<file path="src/rtl/cpu_exec_units.sv">
// Execution front-end: ALU, load-data extender and immediate generator evaluated in parallel.
// Latency: 1 cycle from in_valid to out_valid; results hold while idle.
// No backpressure: one result per accepted cycle. Optional `CPU_EXEC_ERR_CHECK_EN flags illegal controls on err.
module cpu_exec_units (
    input  logic        clk,
    input  logic        rst_n,
    input  logic        in_valid,
    input  logic [31:0] alu_a,
    input  logic [31:0] alu_b,
    input  logic [3:0]  alu_control,
    input  logic [31:0] ext_data,
    input  logic [2:0]  ext_control,
    input  logic [24:0] imm_data,
    input  logic [2:0]  imm_src,
    output logic        out_valid,
    output logic [31:0] alu_result,
    output logic        alu_zero,
    output logic        alu_lt,
    output logic        alu_borrow,
    output logic [31:0] data_ext,
    output logic [31:0] imm_ext,
    output logic        err
);

    logic [31:0] alu_c;
    logic [31:0] ext_c;
    logic [31:0] imm_c;
    logic [31:7] instr;
    logic [4:0]  shamt;
    logic        lt_c;
    logic        borrow_c;

    // Keep original instruction bit numbering so the immediate formats read like the ISA manual.
    assign instr    = imm_data;
    assign shamt    = alu_b[4:0];
    assign lt_c     = $signed(alu_a) < $signed(alu_b);
    assign borrow_c = alu_a < alu_b;

    always_comb begin
        alu_c = '0;
        case (alu_control)
            4'b0000: alu_c = alu_a + alu_b;
            4'b1000: alu_c = alu_a - alu_b;
            4'b0001: alu_c = alu_a << shamt;
            4'b0010: alu_c = {31'd0, lt_c};
            4'b0011: alu_c = {31'd0, borrow_c};
            4'b0100: alu_c = alu_a ^ alu_b;
            4'b0101: alu_c = alu_a >> shamt;
            4'b1101: alu_c = 32'($signed(alu_a) >>> shamt);
            4'b0110: alu_c = alu_a | alu_b;
            4'b0111: alu_c = alu_a & alu_b;
            default: alu_c = '0;
        endcase
    end

    always_comb begin
        ext_c = '0;
        case (ext_control)
            3'b000:  ext_c = {{24{ext_data[7]}}, ext_data[7:0]};
            3'b001:  ext_c = {{16{ext_data[15]}}, ext_data[15:0]};
            3'b010:  ext_c = ext_data;
            3'b100:  ext_c = {24'd0, ext_data[7:0]};
            3'b101:  ext_c = {16'd0, ext_data[15:0]};
            default: ext_c = '0;
        endcase
    end

    always_comb begin
        imm_c = '0;
        case (imm_src)
            3'd0:    imm_c = {{20{instr[31]}}, instr[31:20]};
            3'd1:    imm_c = {{20{instr[31]}}, instr[31:25], instr[11:7]};
            3'd2:    imm_c = {{19{instr[31]}}, instr[31], instr[7], instr[30:25], instr[11:8], 1'b0};
            3'd3:    imm_c = {instr[31:12], 12'd0};
            3'd4:    imm_c = {{11{instr[31]}}, instr[31], instr[19:12], instr[20], instr[30:21], 1'b0};
            default: imm_c = '0;
        endcase
    end

    always_ff @(posedge clk or negedge rst_n) begin
        if (!rst_n) begin
            out_valid  <= 1'b0;
            alu_result <= '0;
            alu_zero   <= 1'b0;
            alu_lt     <= 1'b0;
            alu_borrow <= 1'b0;
            data_ext   <= '0;
            imm_ext    <= '0;
        end else begin
            out_valid <= in_valid;
            if (in_valid) begin
                alu_result <= alu_c;
                alu_zero   <= (alu_c == 32'd0);
                alu_lt     <= lt_c;
                alu_borrow <= borrow_c;
                data_ext   <= ext_c;
                imm_ext    <= imm_c;
            end
        end
    end

`ifdef CPU_EXEC_ERR_CHECK_EN
    logic err_c;

    assign err_c = !(alu_control inside {4'b0000, 4'b1000, 4'b0001, 4'b0010, 4'b0011,
                                         4'b0100, 4'b0101, 4'b1101, 4'b0110, 4'b0111})
                || !(ext_control inside {3'b000, 3'b001, 3'b010, 3'b100, 3'b101})
                || (imm_src > 3'd4);

    always_ff @(posedge clk or negedge rst_n) begin
        if (!rst_n) begin
            err <= 1'b0;
        end else if (in_valid) begin
            err <= err_c;
        end
    end
`else
    assign err = 1'b0;
`endif

endmodule

</file>
<file path="config.mk">
export PLATFORM = sky130hd
export DESIGN_NAME = cpu_exec_units
export DESIGN_NICKNAME = d
export VERILOG_FILES = /design/src/rtl/cpu_exec_units.sv
export SDC_FILE = /design/constraint.sdc
export NUM_CORES = 1
export LEC_CHECK = 0
export CAP_MARGIN = 20
export CORE_MARGIN = 3
export CORE_UTILIZATION = 25
export CTS_BUF_LIST = sky130_fd_sc_hd__clkbuf_8
export CTS_CLUSTER_SIZE = 10
export DETAILED_ROUTE_END_ITERATION = 10
export PLACE_DENSITY = 0.46
export SYNTH_ARGS = -nofsm -noshare
export SYNTH_HDL_FRONTEND = slang
export SYNTH_SLANG_ARGS = --single-unit
</file>
<file path="constraint.sdc">
create_clock -name clk -period 1.7 [get_ports clk]
set_clock_uncertainty 0.2 [all_clocks]
set_input_delay 0.51 -clock clk [delete_from_list [all_inputs] [get_ports clk]]
set_output_delay 0.51 -clock clk [all_outputs]
set_load 0.01 [all_outputs]
</file>
After elaboration in Yosys (flattened, before gate mapping)
Cells that the tools add are included.

Add/subtract/negate cells: 2. Divide/modulo/power cells: 0. Shifts and indexed selects: 3. Equal/unequal tests: 17. Multipliers: 0. Bitwise logic cells: 3. Magnitude comparators: 2. Reductions and logical operators: 4. Mux-type cells: 3.

Operator list (number): $pmux W32 S10 (1); $pmux W32 S5 (2); $lt A32 B32 Y1 (2); $add A32 B32 Y32 (1); $and A32 B32 Y32 (1); $logic_not A32 Y1 (1); $or A32 B32 Y32 (1); $shl A32 B5 Y32 (1); $shr A32 B5 Y32 (1); $sshr A32 B5 Y32 (1); $sub A32 B32 Y32 (1); $xor A32 B32 Y32 (1); $eq A4 B3 Y1 const B (4); $eq A3 B2 Y1 const B (3); $eq A3 B3 Y1 const B (3); $eq A4 B2 Y1 const B (2); $eq A4 B4 Y1 const B (2); $eq A3 B1 Y1 const B (2); $logic_not A3 Y1 (2); $eq A4 B1 Y1 const B (1); $logic_not A4 Y1 (1).

Input port bits: 134. RAM bits: 0. Latch bits: 0. Register bits: 100. Memories: 0. ROM bits: 0.

Longest topological paths before layout
Word-level depth: 3. Gate-level depth with buffers: 18. Mapped depth without buffers: 14.

Least setup slack after synthesis
OpenSTA, ideal clock, no wires.

Path type: input-to-reg. From: input alu_b[2]. To: register alu_zero. Path buffers: 5. Setup time: 0.103 ns. Slack: -2.773 ns. Cell stages on the path: 18. Arrival time: 4.169 ns. Cell sequence: buf_2 > inv_1 > buf_2 > buf_2 > buf_2 > ha_1 > buf_2 > o21bai_1 > nand2_1 > and2_1 > a221o_1 > a2111oi_1 > and4_1 > and4bb_2 > nand4_1 > nor4_2 > nand4_1 > o41ai_2.

Longest elaborated chain between the ends: 3.

RTL lines: start: declaration (line 9) `input logic [31:0] alu_b,`; $sub A32 B32 Y32 (tied with other cells) (line 43) `4'b1000: alu_c = alu_a - alu_b;`; $pmux W32 S10 (*) (line 41) `case (alu_control)`; $logic_not A32 Y1 (*) (line 93) `alu_zero <= (alu_c == 32'd0);`; end signal: assignment (line 93); end: declaration (line 17) `output logic alu_zero,`.

Every way passes the cells marked *; elsewhere a longest branch is shown, timed or not. A chain may end at the register's enable or synchronous reset.

Final worst setup path
From: input alu_b[0]. To: register alu_zero.

Same word-level chain as after synthesis.

==> metrics.md <==
| Metric | Value |
|---|---|
| Synth unique cells | `92` |
| Slew @ Worst Pin | `0.937 ns` |
| P_leak | `0.0121 uW` |
| Worst VDD drop | `0.431 mV` |
| Critical path's largest stage delay | `0.52 ns` |
| Flop2flop setup slack | `0.52 ns` |
| Worst slew margin | `37.0%` |
| Total power | `13600 uW` |
| CTS max path bufs | `2` |
| Post-place setup slack | `-3.01 ns` |
| First drt pass iteration count | `7` |
| Most frequent cells in the layout | `buf_4 (765), nand2_1 (151), nor2_1 (138)` |
| Buffers and inverters on the worst path | `5` |
| Final Core Density | `49.2%` |
| Final period util | `218%` |
| Reg2Reg Depth | `3` |
| Critical Path Fanout Max | `6` |
| Syn Std Cell Area | `14200 sq um` |
| Fin. max-slew vios | `0` |
| Commonest non-fill, non-tap cell in the layout | `buf_4` |
| Initial antenna violation count | `5` |
| RSZ-0062 raised after global routing | `yes` |
| DRC violations left | `0` |
| DRT iter0 DRCs | `1880` |
| Fin nets | `3096` |
| Failing checks | `setup timing` |
| CTS Sinks | `100` |
| GRT Resource Usage Total | `30.0%` |
| NetSw | `5930 uW` |
| Area of the multi-input gates | `13600 sq um` |
| Crit path kind | `primary input to flip-flop` |
| Synth Instances | `1857` |
| Min Tclk post-route | `3.70 ns` |
| Yosys reg bits | `100` |
| Critical Path AT | `3.79 ns` |
| Layout area overhead | `93.2%` |
| Port bufs | `233` |
| H-tree depth | `3` |
| Worst-Skew Late Latency | `0.38 ns` |
| Int Power | `7660 uW` |
| Power share of the combinational group | `67.2%` |
| Filler instances | `5398` |
| Hold path start | `data_ext[15]` |
| # Max-Cap Violations | `0` |
| Die Footprint | `59500 sq um` |
| Root buffer cell | `clkbuf_8` |
| Largest net degree at the start of global routing | `69` |
| Cell row count | `86` |
| Switch share | `43.6%` |
| I/O Pins | `235` |
| Status | `complete, but fails checks` |
| Storage element area | `2500 sq um` |
| Setup crit end kind | `flip-flop` |
| Ys flop type | `dfrtp_1` |
| Final worst slack | `-2.00 ns` |
| DIE WIDTH | `244 um` |
| Share of cells above drive strength 1 | `56.0%` |
| CP required | `1.79 ns` |
| Via count | `20300` |
| Final wirelength | `93100 um` |
| Synthesized net count | `2092` |
| FF-to-FF End | `imm_ext[10]` |
| First-pass GRT wire length | `135000 um` |
| EDFF count, synth | `0` |
| Flop pwr share | `20.4%` |
| Total gr overflow | `0` |
| CTS buffer count | `9` |
| Slowest cell on the critical path | `mux4_2` |
| Clk slew on worst S/H paths | `0.10 ns` |
| Die height | `244 um` |
| Routed WL per cell | `25.7 um` |
| Setup crit start kind | `primary input` |
| Core Footprint | `55500 sq um` |
| Setup violators final | `36` |
| Final hold vios | `0` |
| Cell chain of the critical path | `buf_16, buf_16, buf_6, mux2_4, mux4_2, buf_6, nand2_1, o211ai_1, buf_4, o31a_1, and4bb_2, nand4_1, nor4_2, nand4_1, o41ai_2` |
| Via density | `5.62` |
| Hold/Removal Path Class | `flip-flop to flip-flop` |
| Worst path top cell family by delay | `simple AND/OR/NAND/NOR gates` |
| Seq/Total Area, Yosys | `17.7%` |
| PwrDens | `497 nW/um^2` |
| Warnings, synthesis | `0` |
| Hold Path End | `data_ext[15]` |
| Hold path cells | `1` |
| GP Congestion | `1.02` |
| Antenna Nets Post-Route | `0` |
| Max Fclk | `270 MHz` |
| Async S/R FF share, synth | `100%` |
| Syn Area/Cell | `7.62 sq um` |
| Final hold slack | `0.296 ns` |
| Vias in the first global route | `20200` |
| Clk pwr share | `12.4%` |
| CTS tree | `yes` |
| Start of the worst register-to-register path | `imm_ext[10]` |
| HPWL Detailed | `72800 um` |
| Initial Util | `25.5%` |
kinds of logic after synthesis:
kind of cell / Yosys count / share of synthesized area, %
AOI/OAI and AO/OA: 686 / 33.3
xor gates and xnor gates: 13 / 0.805
adders and majority gates: 101 / 9.04
buffers and inverters: 254 / 7.57
DFF: 100 / 17.7
muxes: 138 / 12.4
other: 1 / 0.0265
and+or+nand+nor: 564 / 19.2
cell usage after synthesis (10+ instances only):
master     instances  area [sq um]
a211o_1           10          87.6
a211oi_1          37           278
a21o_1            19           143
a21oi_1          191           956
a221o_1           11           110
a22o_1            21           184
a22oi_1           19           143
a31oi_1           22           138
and2_1            17           106
buf_1             11          41.3
buf_2             37           185
clkbuf_1          87           327
dfrtp_1          100          2500
ha_1              99          1240
inv_1            106           398
mux2_2            40           450
mux2i_1           70           701
mux4_2            24           541
nand2_1          161           604
nand2b_1          20           125
nand3_1           38           190
nand4_1           19           119
nor2_1           168           631
nor2b_1           23           144
nor3_1            37           185
nor4_1            20           125
o2111ai_1         15           131
o211ai_1          33           248
o21a_1            13          97.6
o21ai_0           86           430
o221ai_1          13           114
o22ai_1           31           194
o2bb2ai_1         47           412
o31ai_1           13          97.6
or4_1             11          82.6
xnor2_1           13           114
cell type report:
| cell class | instances | area share, % |
|---|---|---|
| timing repair buffer | 1139 | 35.0 |
| clock buffer | 9 | 0.453 |
| multi-input combinational | 1503 | 49.9 |
| tap | 748 | 3.42 |
| clock inverter | 7 | 0.316 |
| sequential | 100 | 9.15 |
| inverter | 108 | 1.77 |
| antenna | 3 | 0.0275 |
stage by stage:
stage / std cells / setup TNS (ns) / area [sq um]
6_report: 3617 / -44.63 / 27300
4_1_cts: 3562 / -42.74 / 26200
3_3_place_gp: 3396 / -114.60 / 22500
5_1_grt: 3616 / -45.98 / 27300
3_5_place_dp: 3396 / -115.78 / 22500
2_1_floorplan: 1857 / -48.65 / 14700
how the worst max path moves through the flow:
stage,startpoint,end,cells after the start
global placement,alu_a[11],alu_zero,15
CTS,alu_b[0],alu_zero,15
global route,alu_b[3],alu_zero,14
floorplan,alu_b[4],alu_zero,17
finish,alu_b[0],alu_zero,15
detailed placement,alu_a[11],alu_zero,15
registers in the layout, summed over array words and instances (netlist names):
name        count
alu_borrow      1
alu_zero        1
data_ext       32
out_valid       1
imm_ext        32
alu_lt          1
alu_result     32
layer usage:
layer	track usage [%]	up-vias	routed length [um]	part of all wire (%)
met5	0	-	0	0
met4	8.82	0	3490	3.7
met1	42.3	10200	40700	44
met3	3.08	179	6940	7.5
li1	-	8993	-	-
met2	48.3	977	41900	45
power by group through the flow:
| stage | Combinational, uW | Clock (uW) | Sequential (uW) |
|---|---|---|---|
| 6_report | 9130 | 1680 | 2780 |
| 3_3_place_gp | 7130 | 0 | 2820 |
| 4_1_cts | 8430 | 1750 | 2770 |
| 3_5_place_dp | 7100 | 0 | 2820 |
| 5_1_grt | 9530 | 1820 | 2810 |
| 2_1_floorplan | 2920 | 0 | 2920 |
repair_timing:
item | in CTS | in global routing
gates cloned | 3 | 2
gates resized for setup | 1200 | 204
buffers inserted | 167 | 62
setup endpoints to repair | 192 | 127
hold endpoints to repair | 14 | 0
hold buffers | 1 | 0
pin swaps | 178 | 92
Power figures use the tool's default switching activity.
